==> src/rtl/pc_fetch_if.sv <==
// Instruction-memory req/ack port of the fetch stage.
// The master (fetch stage) holds the address stable until the single-cycle ack.
interface pc_fetch_if;
    logic        inst_req_o;
    logic [31:0] inst_addr_o;
    logic        inst_ack_i;
    logic [31:0] inst_rdata_i;

    modport master (
        output inst_req_o,
        output inst_addr_o,
        input  inst_ack_i,
        input  inst_rdata_i
    );

    modport slave (
        input  inst_req_o,
        input  inst_addr_o,
        output inst_ack_i,
        output inst_rdata_i
    );
endinterface

==> src/rtl/pc_fetch.sv <==
// Fetch stage feeding IF/ID: PC, req/ack memory port, branch/flush redirect.
// Optional FETCH_TIMEOUT_EN adds an ack-wait watchdog that fakes a zero-word ack.
module pc_fetch #(
    parameter logic [31:0] RESET_PC       = 32'h0000_0000,
    parameter int          TIMEOUT_CYCLES = 255
) (
    input  logic        clk,
    input  logic        rst,
    input  logic [5:0]  stall,
    input  logic        flush,
    input  logic [31:0] new_pc,
    input  logic        branch_flag_i,
    input  logic [31:0] branch_target_i,
    pc_fetch_if.master  imem,
    output logic [31:0] if_pc,
    output logic [31:0] if_inst,
    output logic        stallreq_if,
    output logic        if_fetch_err_o
);

    typedef enum logic [1:0] {
        IDLE,
        REQ,
        HOLD,
        DRAIN
    } state_e;

    state_e      st_q, st_d;
    logic [31:0] pc_q, pc_d;
    logic [31:0] tgt_q, tgt_d;
    logic [31:0] drn_q, drn_d;
    logic [31:0] bpc_q, bpc_d;
    logic [31:0] binst_q, binst_d;
    logic        pend_q, pend_d;
    logic        berr_q, berr_d;

    logic        stop;
    logic        ack;
    logic        tmo;
    logic        latch;
    logic [31:0] rdata;
    logic [31:0] npc;
    logic [31:0] flush_pc;
    logic [31:0] br_pc;
    logic        unused_stall;

    assign stop         = stall[1];
    assign unused_stall = ^{stall[5:2], stall[0]};
    assign flush_pc     = {new_pc[31:2], 2'b00};
    assign br_pc        = {branch_target_i[31:2], 2'b00};
    assign latch        = branch_flag_i && !pend_q;

`ifdef FETCH_TIMEOUT_EN
    logic [7:0] cnt_q, cnt_d;
    logic       wait_st;

    assign wait_st = (st_q == REQ) || (st_q == DRAIN);
    assign tmo     = wait_st && !imem.inst_ack_i &&
                     (cnt_q == 8'(TIMEOUT_CYCLES - 1));
    assign cnt_d   = (wait_st && !imem.inst_ack_i && !tmo) ?
                     cnt_q + 8'd1 : 8'd0;

    always_ff @(posedge clk) begin
        if (rst) cnt_q <= 8'd0;
        else     cnt_q <= cnt_d;
    end
`else
    logic unused_tmo;

    assign tmo        = 1'b0;
    assign unused_tmo = (TIMEOUT_CYCLES == 0);
`endif

    // A timeout behaves like an ack carrying a zero word.
    assign ack   = imem.inst_ack_i || tmo;
    assign rdata = imem.inst_ack_i ? imem.inst_rdata_i : 32'h0;

    always_comb begin
        if (flush)       npc = flush_pc;
        else if (pend_q) npc = tgt_q;
        else if (branch_flag_i) npc = br_pc;
        else             npc = pc_q + 32'd4;
    end

    always_comb begin
        st_d    = st_q;
        pc_d    = pc_q;
        pend_d  = pend_q;
        tgt_d   = tgt_q;
        drn_d   = drn_q;
        bpc_d   = bpc_q;
        binst_d = binst_q;
        berr_d  = berr_q;
        unique case (st_q)
            IDLE: begin
                st_d = REQ;
                if (flush) pc_d = flush_pc;
            end
            REQ: begin
                if (flush) begin
                    pc_d   = flush_pc;
                    pend_d = 1'b0;
                    if (!ack) begin
                        drn_d = pc_q;
                        st_d  = DRAIN;
                    end
                end else if (ack && !stop) begin
                    pc_d   = npc;
                    pend_d = 1'b0;
                end else begin
                    if (ack) begin
                        bpc_d   = pc_q;
                        binst_d = rdata;
                        berr_d  = tmo;
                        st_d    = HOLD;
                    end
                    if (latch) begin
                        pend_d = 1'b1;
                        tgt_d  = br_pc;
                    end
                end
            end
            HOLD: begin
                if (flush) begin
                    pc_d   = flush_pc;
                    pend_d = 1'b0;
                    st_d   = REQ;
                end else if (!stop) begin
                    pc_d   = npc;
                    pend_d = 1'b0;
                    st_d   = REQ;
                end else if (latch) begin
                    pend_d = 1'b1;
                    tgt_d  = br_pc;
                end
            end
            DRAIN: begin
                // Keep the old request on the bus; only the PC moves.
                if (flush) begin
                    pc_d   = flush_pc;
                    pend_d = 1'b0;
                end
                if (ack) st_d = REQ;
            end
            default: st_d = IDLE;
        endcase
    end

    always_ff @(posedge clk) begin
        if (rst) begin
            st_q    <= IDLE;
            pc_q    <= RESET_PC;
            pend_q  <= 1'b0;
            tgt_q   <= 32'h0;
            drn_q   <= 32'h0;
            bpc_q   <= 32'h0;
            binst_q <= 32'h0;
            berr_q  <= 1'b0;
        end else begin
            st_q    <= st_d;
            pc_q    <= pc_d;
            pend_q  <= pend_d;
            tgt_q   <= tgt_d;
            drn_q   <= drn_d;
            bpc_q   <= bpc_d;
            binst_q <= binst_d;
            berr_q  <= berr_d;
        end
    end

    always_comb begin
        imem.inst_req_o  = 1'b0;
        imem.inst_addr_o = 32'h0;
        if_pc            = 32'h0;
        if_inst          = 32'h0;
        stallreq_if      = 1'b0;
        if_fetch_err_o   = 1'b0;
        if (!rst) begin
            unique case (st_q)
                IDLE: ;
                REQ: begin
                    imem.inst_req_o  = 1'b1;
                    imem.inst_addr_o = pc_q;
                    stallreq_if      = !ack;
                    if (ack && !flush) begin
                        if_pc          = pc_q;
                        if_inst        = rdata;
                        if_fetch_err_o = tmo;
                    end
                end
                HOLD: begin
                    if (!flush) begin
                        if_pc          = bpc_q;
                        if_inst        = binst_q;
                        if_fetch_err_o = berr_q;
                    end
                end
                DRAIN: begin
                    imem.inst_req_o  = 1'b1;
                    imem.inst_addr_o = drn_q;
                    stallreq_if      = 1'b1;
                end
                default: ;
            endcase
        end
    end

endmodule

==> src/flat_wrapper.sv <==
// flat-port wrapper written by rule: the top's interface ports become plain ports
module pc_fetch_flat 
#(
    parameter logic [31:0] RESET_PC       = 32'h0000_0000,
    parameter int          TIMEOUT_CYCLES = 255
)
  (clk, rst, stall, flush, new_pc, branch_flag_i, branch_target_i, if_pc, if_inst, stallreq_if, if_fetch_err_o, imem_inst_req_o, imem_inst_addr_o, imem_inst_ack_i, imem_inst_rdata_i);
  pc_fetch_if imem_i ();
  input  logic clk;
  input  logic rst;
  input  logic [5:0] stall;
  input  logic flush;
  input  logic [31:0] new_pc;
  input  logic branch_flag_i;
  input  logic [31:0] branch_target_i;
  output logic [31:0] if_pc;
  output logic [31:0] if_inst;
  output logic stallreq_if;
  output logic if_fetch_err_o;
  output wire logic [$bits(imem_i.inst_req_o)-1:0] imem_inst_req_o;
  output wire logic [$bits(imem_i.inst_addr_o)-1:0] imem_inst_addr_o;
  input wire logic [$bits(imem_i.inst_ack_i)-1:0] imem_inst_ack_i;
  input wire logic [$bits(imem_i.inst_rdata_i)-1:0] imem_inst_rdata_i;
  assign imem_inst_req_o = imem_i.inst_req_o;
  assign imem_inst_addr_o = imem_i.inst_addr_o;
  assign imem_i.inst_ack_i = imem_inst_ack_i;
  assign imem_i.inst_rdata_i = imem_inst_rdata_i;
  pc_fetch #(.RESET_PC(RESET_PC), .TIMEOUT_CYCLES(TIMEOUT_CYCLES)) u_core (.clk(clk), .rst(rst), .stall(stall), .flush(flush), .new_pc(new_pc), .branch_flag_i(branch_flag_i), .branch_target_i(branch_target_i), .imem(imem_i), .if_pc(if_pc), .if_inst(if_inst), .stallreq_if(stallreq_if), .if_fetch_err_o(if_fetch_err_o));
endmodule
==> config.mk <==
export PLATFORM = sky130hd
export DESIGN_NAME = pc_fetch_flat
export DESIGN_NICKNAME = d
export VERILOG_FILES = /design/src/rtl/pc_fetch_if.sv /design/src/rtl/pc_fetch.sv /design/src/flat_wrapper.sv
export SDC_FILE = /design/constraint.sdc
export NUM_CORES = 1
export LEC_CHECK = 0
export ABC_CLOCK_PERIOD_IN_PS = 2800
export BUFFER_PORTS_ARGS = -buffer_cell sky130_fd_sc_hd__buf_2
export CORE_MARGIN = 3
export CORE_UTILIZATION = 54
export CTS_CLUSTER_DIAMETER = 40
export DETAILED_ROUTE_END_ITERATION = 8
export PLACE_DENSITY = 0.92
export SLEW_MARGIN = 25
export SYNTH_ARGS = -nofsm -noshare
export SYNTH_HDL_FRONTEND = slang
export SYNTH_SLANG_ARGS = --single-unit
export TNS_END_PERCENT = 50
==> constraint.sdc <==
create_clock -name clk -period 2.8 [get_ports clk]
set_input_delay 0.56 -clock clk [delete_from_list [all_inputs] [get_ports clk]]
set_output_delay 0.56 -clock clk [all_outputs]
set_load 0.02 [all_outputs]
-- Yosys cells after proc, flatten, opt, wreduce, memory -nomap -nowiden
Cells that the tools add are included.
- reduce and logical (&&, ||, !) cells: 18
- eq/ne operators: 15
- mux-type cells: 44
- bitwise logic cells: 3
- add/subtract/negate cells: 1
- operators with widths (kind ; number):
    2-to-1 mux 32 bit ; 20
    case mux 32 bit (2 select lines) ; 4
    case mux 32 bit (3 select lines) ; 1
    adder 32 x 3 -> 32 bit (second input constant) ; 1
    2-to-1 mux 2 bit ; 7
    inequality test 2 bit (second input constant) ; 6
    inequality test 3 bit (second input constant) ; 4
    AND reduction 5 bit ; 2
    2-to-1 mux 1 bit ; 9
    case mux 2 bit (4 select lines) ; 1
    AND reduction 3 bit ; 2
    == test 2 bit (second input constant) ; 2
    logical NOT 1 bit ; 4
    AND reduction 4 bit ; 1
    OR reduction 2 bit ; 2
    logical AND 1 bit ; 3
    inequality test 3 x 2 -> 1 bit (second input constant) ; 1
    inverter 1 bit ; 3
    case mux 1 bit (3 select lines) ; 1
    nonzero test 3 bit ; 1
    == test 2 x 1 -> 1 bit (second input constant) ; 1
    logical NOT 2 bit ; 1
    inequality test 2 x 1 -> 1 bit (second input constant) ; 1
    case mux 1 bit (2 select lines) ; 1
    2 further kinds ; 2
- logic and storage cells: 88
- output and inout bits: 99
- register bits: 163
- input bits: 107

-- Longest topological paths before layout
- depth in word-level cells: 6
- mapped depth: 9
- depth with buffers taken out: 7

-- Worst setup path after synthesis
OpenSTA, ideal clock, no wires.
- kind: input to output
- start: input port flush
- end: output port if_inst[0]
- stages: 6
- required time: 2.240 ns
- setup slack: 0.423 ns
- arrival time: 1.817 ns
- path buffers: 2
- path through: inv_1 -> and3_1 -> clkbuf_1 -> clkbuf_1 -> a22oi_1 -> nor2_1
- longest elaborated chain between the ends: 5
- elaborated cells between the ends (all ways): 6
- those cells by class: mux: 4; reduce/logical: 2
- ends and longest elaborated chain (element ; line ; source):
    start, declared ; flat_wrapper.sv:12 ; input logic flush;
    logical NOT 1 bit ; pc_fetch.sv:185 ; if (ack && !flush) begin
    logical AND 1 bit ; pc_fetch.sv:185 ;
    2-to-1 mux 32 bit ; pc_fetch.sv:185 ;
    case mux 32 bit (2 select lines) * ; pc_fetch.sv:179 ; unique case (st_q)
    2-to-1 mux 32 bit * ; pc_fetch.sv:178 ; if (!rst) begin
    end, declared ; flat_wrapper.sv:17 ; output logic [31:0] if_inst;
Every way passes the cells marked *; elsewhere a longest branch is shown, timed or not.

-- Worst setup path after layout
- start: register u_core.st_q[1]
- end: output port if_pc[10]
- longest elaborated chain between the ends: 3
- elaborated cells between the ends (all ways): 4
- those cells by class: eq/ne: 2; mux: 2
- ends and longest elaborated chain (element ; line ; source):
    start, declared ; pc_fetch.sv:28 ; state_e st_q, st_d;
    start signal, assigned ; pc_fetch.sv:160 ; st_q <= st_d;
    == test 2 bit / == test 2 x 1 -> 1 bit (equally long branches) ; pc_fetch.sv:179 ;
    case mux 32 bit (2 select lines) * ; pc_fetch.sv:179 ;
    2-to-1 mux 32 bit * ; pc_fetch.sv:178 ;
    end, declared ; flat_wrapper.sv:16 ; output logic [31:0] if_pc;
Marks and branches as above.

==> summary.md <==
| Metric | Value |
|---|---|
| Final setup viols | `0` |
| Clock Skews | `6.57 ps` |
| Worst vdd rail ir drop | `0.513 mV` |
| Number of non-filler instances in the completed layout | `1479` |
| Worst slew margin | `52.8%` |
| Area taken by flip-flops and latches | `3100 um2` |
| Vias in the first global route | `8133` |
| Leakage dissipation | `3.86 nW` |
| Top_reg_cell synth | `dfxtp_1` |
| Worst Hold Depth | `3` |
| Sink Count | `155` |
| Average instance area after synthesis | `7.31 um2` |
| Type of destination of the critical path | `output pin` |
| Global-route met3 utilization | `5.04%` |
| Number of levels in the clock H-tree | `4` |
| Iteration-0 DRC count of the detailed router | `1187` |
| Fin crit share | `94.5%` |
| Setup slack, reg-to-reg | `330 ps` |
| Count of flip-flops with a built-in enable after synthesis | `0` |
| Root Buffer | `clkbuf_16` |
| TritonCTS Buffers | `17` |
| End-of-flow core utilization | `66.0%` |
| Worst hold path class | `input pin to register` |
| Result of the run | `complete, no violations` |
| Overall die width | `131 um` |
| I/O pin count | `206` |
| Final slew viol count | `0` |
| Multi-input logic area | `4730 um2` |
| Total Wirelength | `25800 um` |
| Simple-gate share of the synthesized area | `24.5%` |
| Placed Instances | `1447` |
| Fraction of post-synthesis cell area in the top cell type by area | `36.9%` |
| RSZ-0062 raised after global routing | `false` |
| Adder-cell area share of the yosys netlist | `0.743%` |
| Tmin final | `2650 ps` |
| Largest cells by area after synthesis | `dfxtp_1, nand2_1, a21oi_1` |
| Number of failing hold endpoints at the final stage | `0` |
| Worst-path cell chain | `inv_1 > ha_2 > and3_2 > buf_12 > a22oi_1 > nor2_1 > buf_2` |
| Final Hold Slack | `384 ps` |
| Pwr Total | `0.00610 W` |
| Hold-fix buffer count after cts | `0` |
| CP peak stage delay | `340 ps` |
| Share of the synthesized area in compound gates (AO/OA/AOI/OAI) | `25.0%` |
| Number of different library cells in the post-synthesis netlist | `64` |
| Startpoint class of the critical path | `register` |
| Yosys warns | `0` |
| Top cell type by total area after synthesis | `dfxtp_1` |
| Worst R2R Path Depth | `5` |
| Clock tree from TritonCTS | `built` |
| Routing layer with the top usage in global route | `met2` |
| Drt wl/cell | `17.5 um` |
| Arrival time worst endpoint | `2090 ps` |
| Share of flip-flops with an asynchronous set or reset | `0%` |
| Multiplexer share of the synthesized area | `4.55%` |
| Cell type of the slowest stage on the worst timing path | `dfxtp_1` |
| Antenna violations before repair | `2` |
| Global router's overall resource usage | `28.9%` |
| Later-pin clock latency in the skew report | `420 ps` |
| Global-route wire length before repair | `39800 um` |
| RePlAce Congestion | `0.911` |
| DR DRC count | `0` |
| Die Height | `131 um` |
| Mapped Cells | `1151` |
| Layout area overhead | `19.2%` |
| Number of cell rows | `45` |
| Start-to-end type of the worst setup path | `register to output pin` |
| Global Route met1 Usage | `36.8%` |
| Worst Tran Pin Value | `709 ps` |
| Top fanout value on the critical path | `47` |
| Achievable Freq | `0.378 GHz` |
| Global-route congestion overflow total | `0` |
| Xor and xnor fraction of the mapped netlist area | `0.832%` |
| Share of the yosys chip area belonging to registers | `36.9%` |
| Overall via count from detail_route | `9094` |
| Ratio of cells with drive above 1 in the final layout | `22.2%` |
| Estimated wirelength of the detail-placed design | `17200 um` |
| Clock transition at the register clock pins on the worst setup and hold paths after CTS | `60 ps` |
| Placeable Area | `15200 um2` |
| Die area | `17100 um2` |
| Longest Clk Path Bufs | `2` |
| Required time of the worst setup path | `2240 ps` |
| PortBufs | `191` |
| GR Layer Usage met2 | `46.8%` |
| Count of nets left with antenna violations after detail routing | `0` |
| Number of register bits inferred by synthesis | `155` |
| Pin count of the biggest net entering global routing | `65` |
| Final net count | `1390` |
| Max-cap violation count | `0` |
| First drt pass iteration count | `8` |
| Power Density | `607 nW/um2` |
| Main combinational cell family by area after synthesis | `compound AO/OA/AOI/OAI gates` |
| Filler cell count in the final layout | `1275` |
| Initial Utilization | `55.4%` |
| Netlist area before placement | `8420 um2` |
| Via-to-Cell Ratio | `6.15` |
| Setup total negative slack | `0 ps` |
==> cell usage in the layout (no fill, tap or decap), types with 5 or more instances in the layout <==
cell type,Yosys,final
nor4_1,7,7
nor3_1,9,9
xnor2_1,7,7
dfxtp_1,155,155
buf_2,27,190
buf_12,0,6
buf_4,16,39
nand4_1,10,10
a211oi_1,10,10
a22oi_1,94,94
nand2_1,214,212
mux2i_1,36,36
clkinv_2,0,5
a21oi_1,145,145
nand2b_1,5,5
nand3_1,28,28
conb_1,1,5
clkbuf_16,0,17
inv_1,9,9
o21ai_0,31,31
a31oi_1,8,8
and4_1,6,6
nor2_1,159,158
==> stage by stage <==
step | worst slack [ps] | instance area, um2
floorplan | 423 | 8430
global placement | 381 | 9460
CTS | 105 | 10000
global route | 7.49 | 10000
finish | 154 | 10000
detailed placement | 412 | 9460
==> kinds of logic after synthesis <==
logic type               after synthesis
multiplexers                          38
flip-flops                           155
buffers and inverters                140
adder cells (fa/ha/maj)                5
XOR/XNOR                               8
AND/OR/NAND/NOR                      471
AO/OA/AOI/OAI                        333
other                                  1
==> power by group <==
group	internal [W]	leakage (nW)	switching, W
Clock	0.00137	0.283	0.000892
Combinational	0.000493	2.32	0.000829
Sequential	0.00234	1.26	0.000175
==> final cells by class <==
type,count,area share (%)
timing repair buffer,235,13.6
sequential,155,30.9
multi-input combinational,860,47.1
inverter,9,0.336
tap,188,2.34
clock inverter,8,0.922
clock buffer,23,4.76
antenna,1,0.0249
==> critical path, delay by kind of cell (launching register included) <==
family / cells / cell delay, ps
adder cells (fa/ha/maj): 1 / 240
flip-flops: 1 / 340
AO/OA/AOI/OAI: 1 / 160
AND/OR/NAND/NOR: 2 / 390
buffers and inverters: 3 / 490
==> sequential cells by signal, summed over array words and instances (netlist names) <==
| register | flops |
|---|---|
| u_core.drn_q | 30 |
| u_core.pc_q | 30 |
| u_core.binst_q | 32 |
| u_core.pend_q | 1 |
| u_core.tgt_q | 30 |
| u_core.st_q | 2 |
| u_core.bpc_q | 30 |
==> repair_timing <==
| action | in CTS | in global routing |
|---|---|---|
| endpoints found under the setup margin | 0 | 5 |
| buffers inserted | 0 | 0 |
| resized for setup | 0 | 1 |
==> per-layer routing <==
| layer | up-vias | wire, um |
|---|---|---|
| met1 | 4216 | 10100 |
| li1 | 4274 | - |
| met2 | 508 | 12500 |
| met5 | - | 7 |
| met4 | 2 | 1050 |
| met3 | 94 | 2190 |
==> final timing paths <==
check	start	to
min reg2reg	u_core.bpc_q[31]	u_core.bpc_q[31]
min	imem_inst_rdata_i[29]	u_core.binst_q[29]
max	u_core.st_q[1]	if_pc[10]
max reg2reg	u_core.pc_q[16]	u_core.pc_q[27]
==> cell usage after synthesis (all sizes together) (3+ instances only) <==
master	count
a211oi	10
a21o	3
a21oi	145
a221o	4
a221oi	4
a22oi	94
a311oi	3
a31o	3
a31oi	8
and2	6
and3	5
and4	8
buf	54
clkbuf	77
dfxtp	155
ha	5
inv	9
mux2i	36
nand2	214
nand2b	5
nand3	28
nand4	12
nor2	159
nor2b	5
nor3	11
nor4	8
o211ai	4
o21a	3
o21ai	32
o221ai	3
o31ai	3
o32ai	3
o41ai	4
or4	3
xnor2	7
No activity file was read; power rests on OpenSTA's default activity.
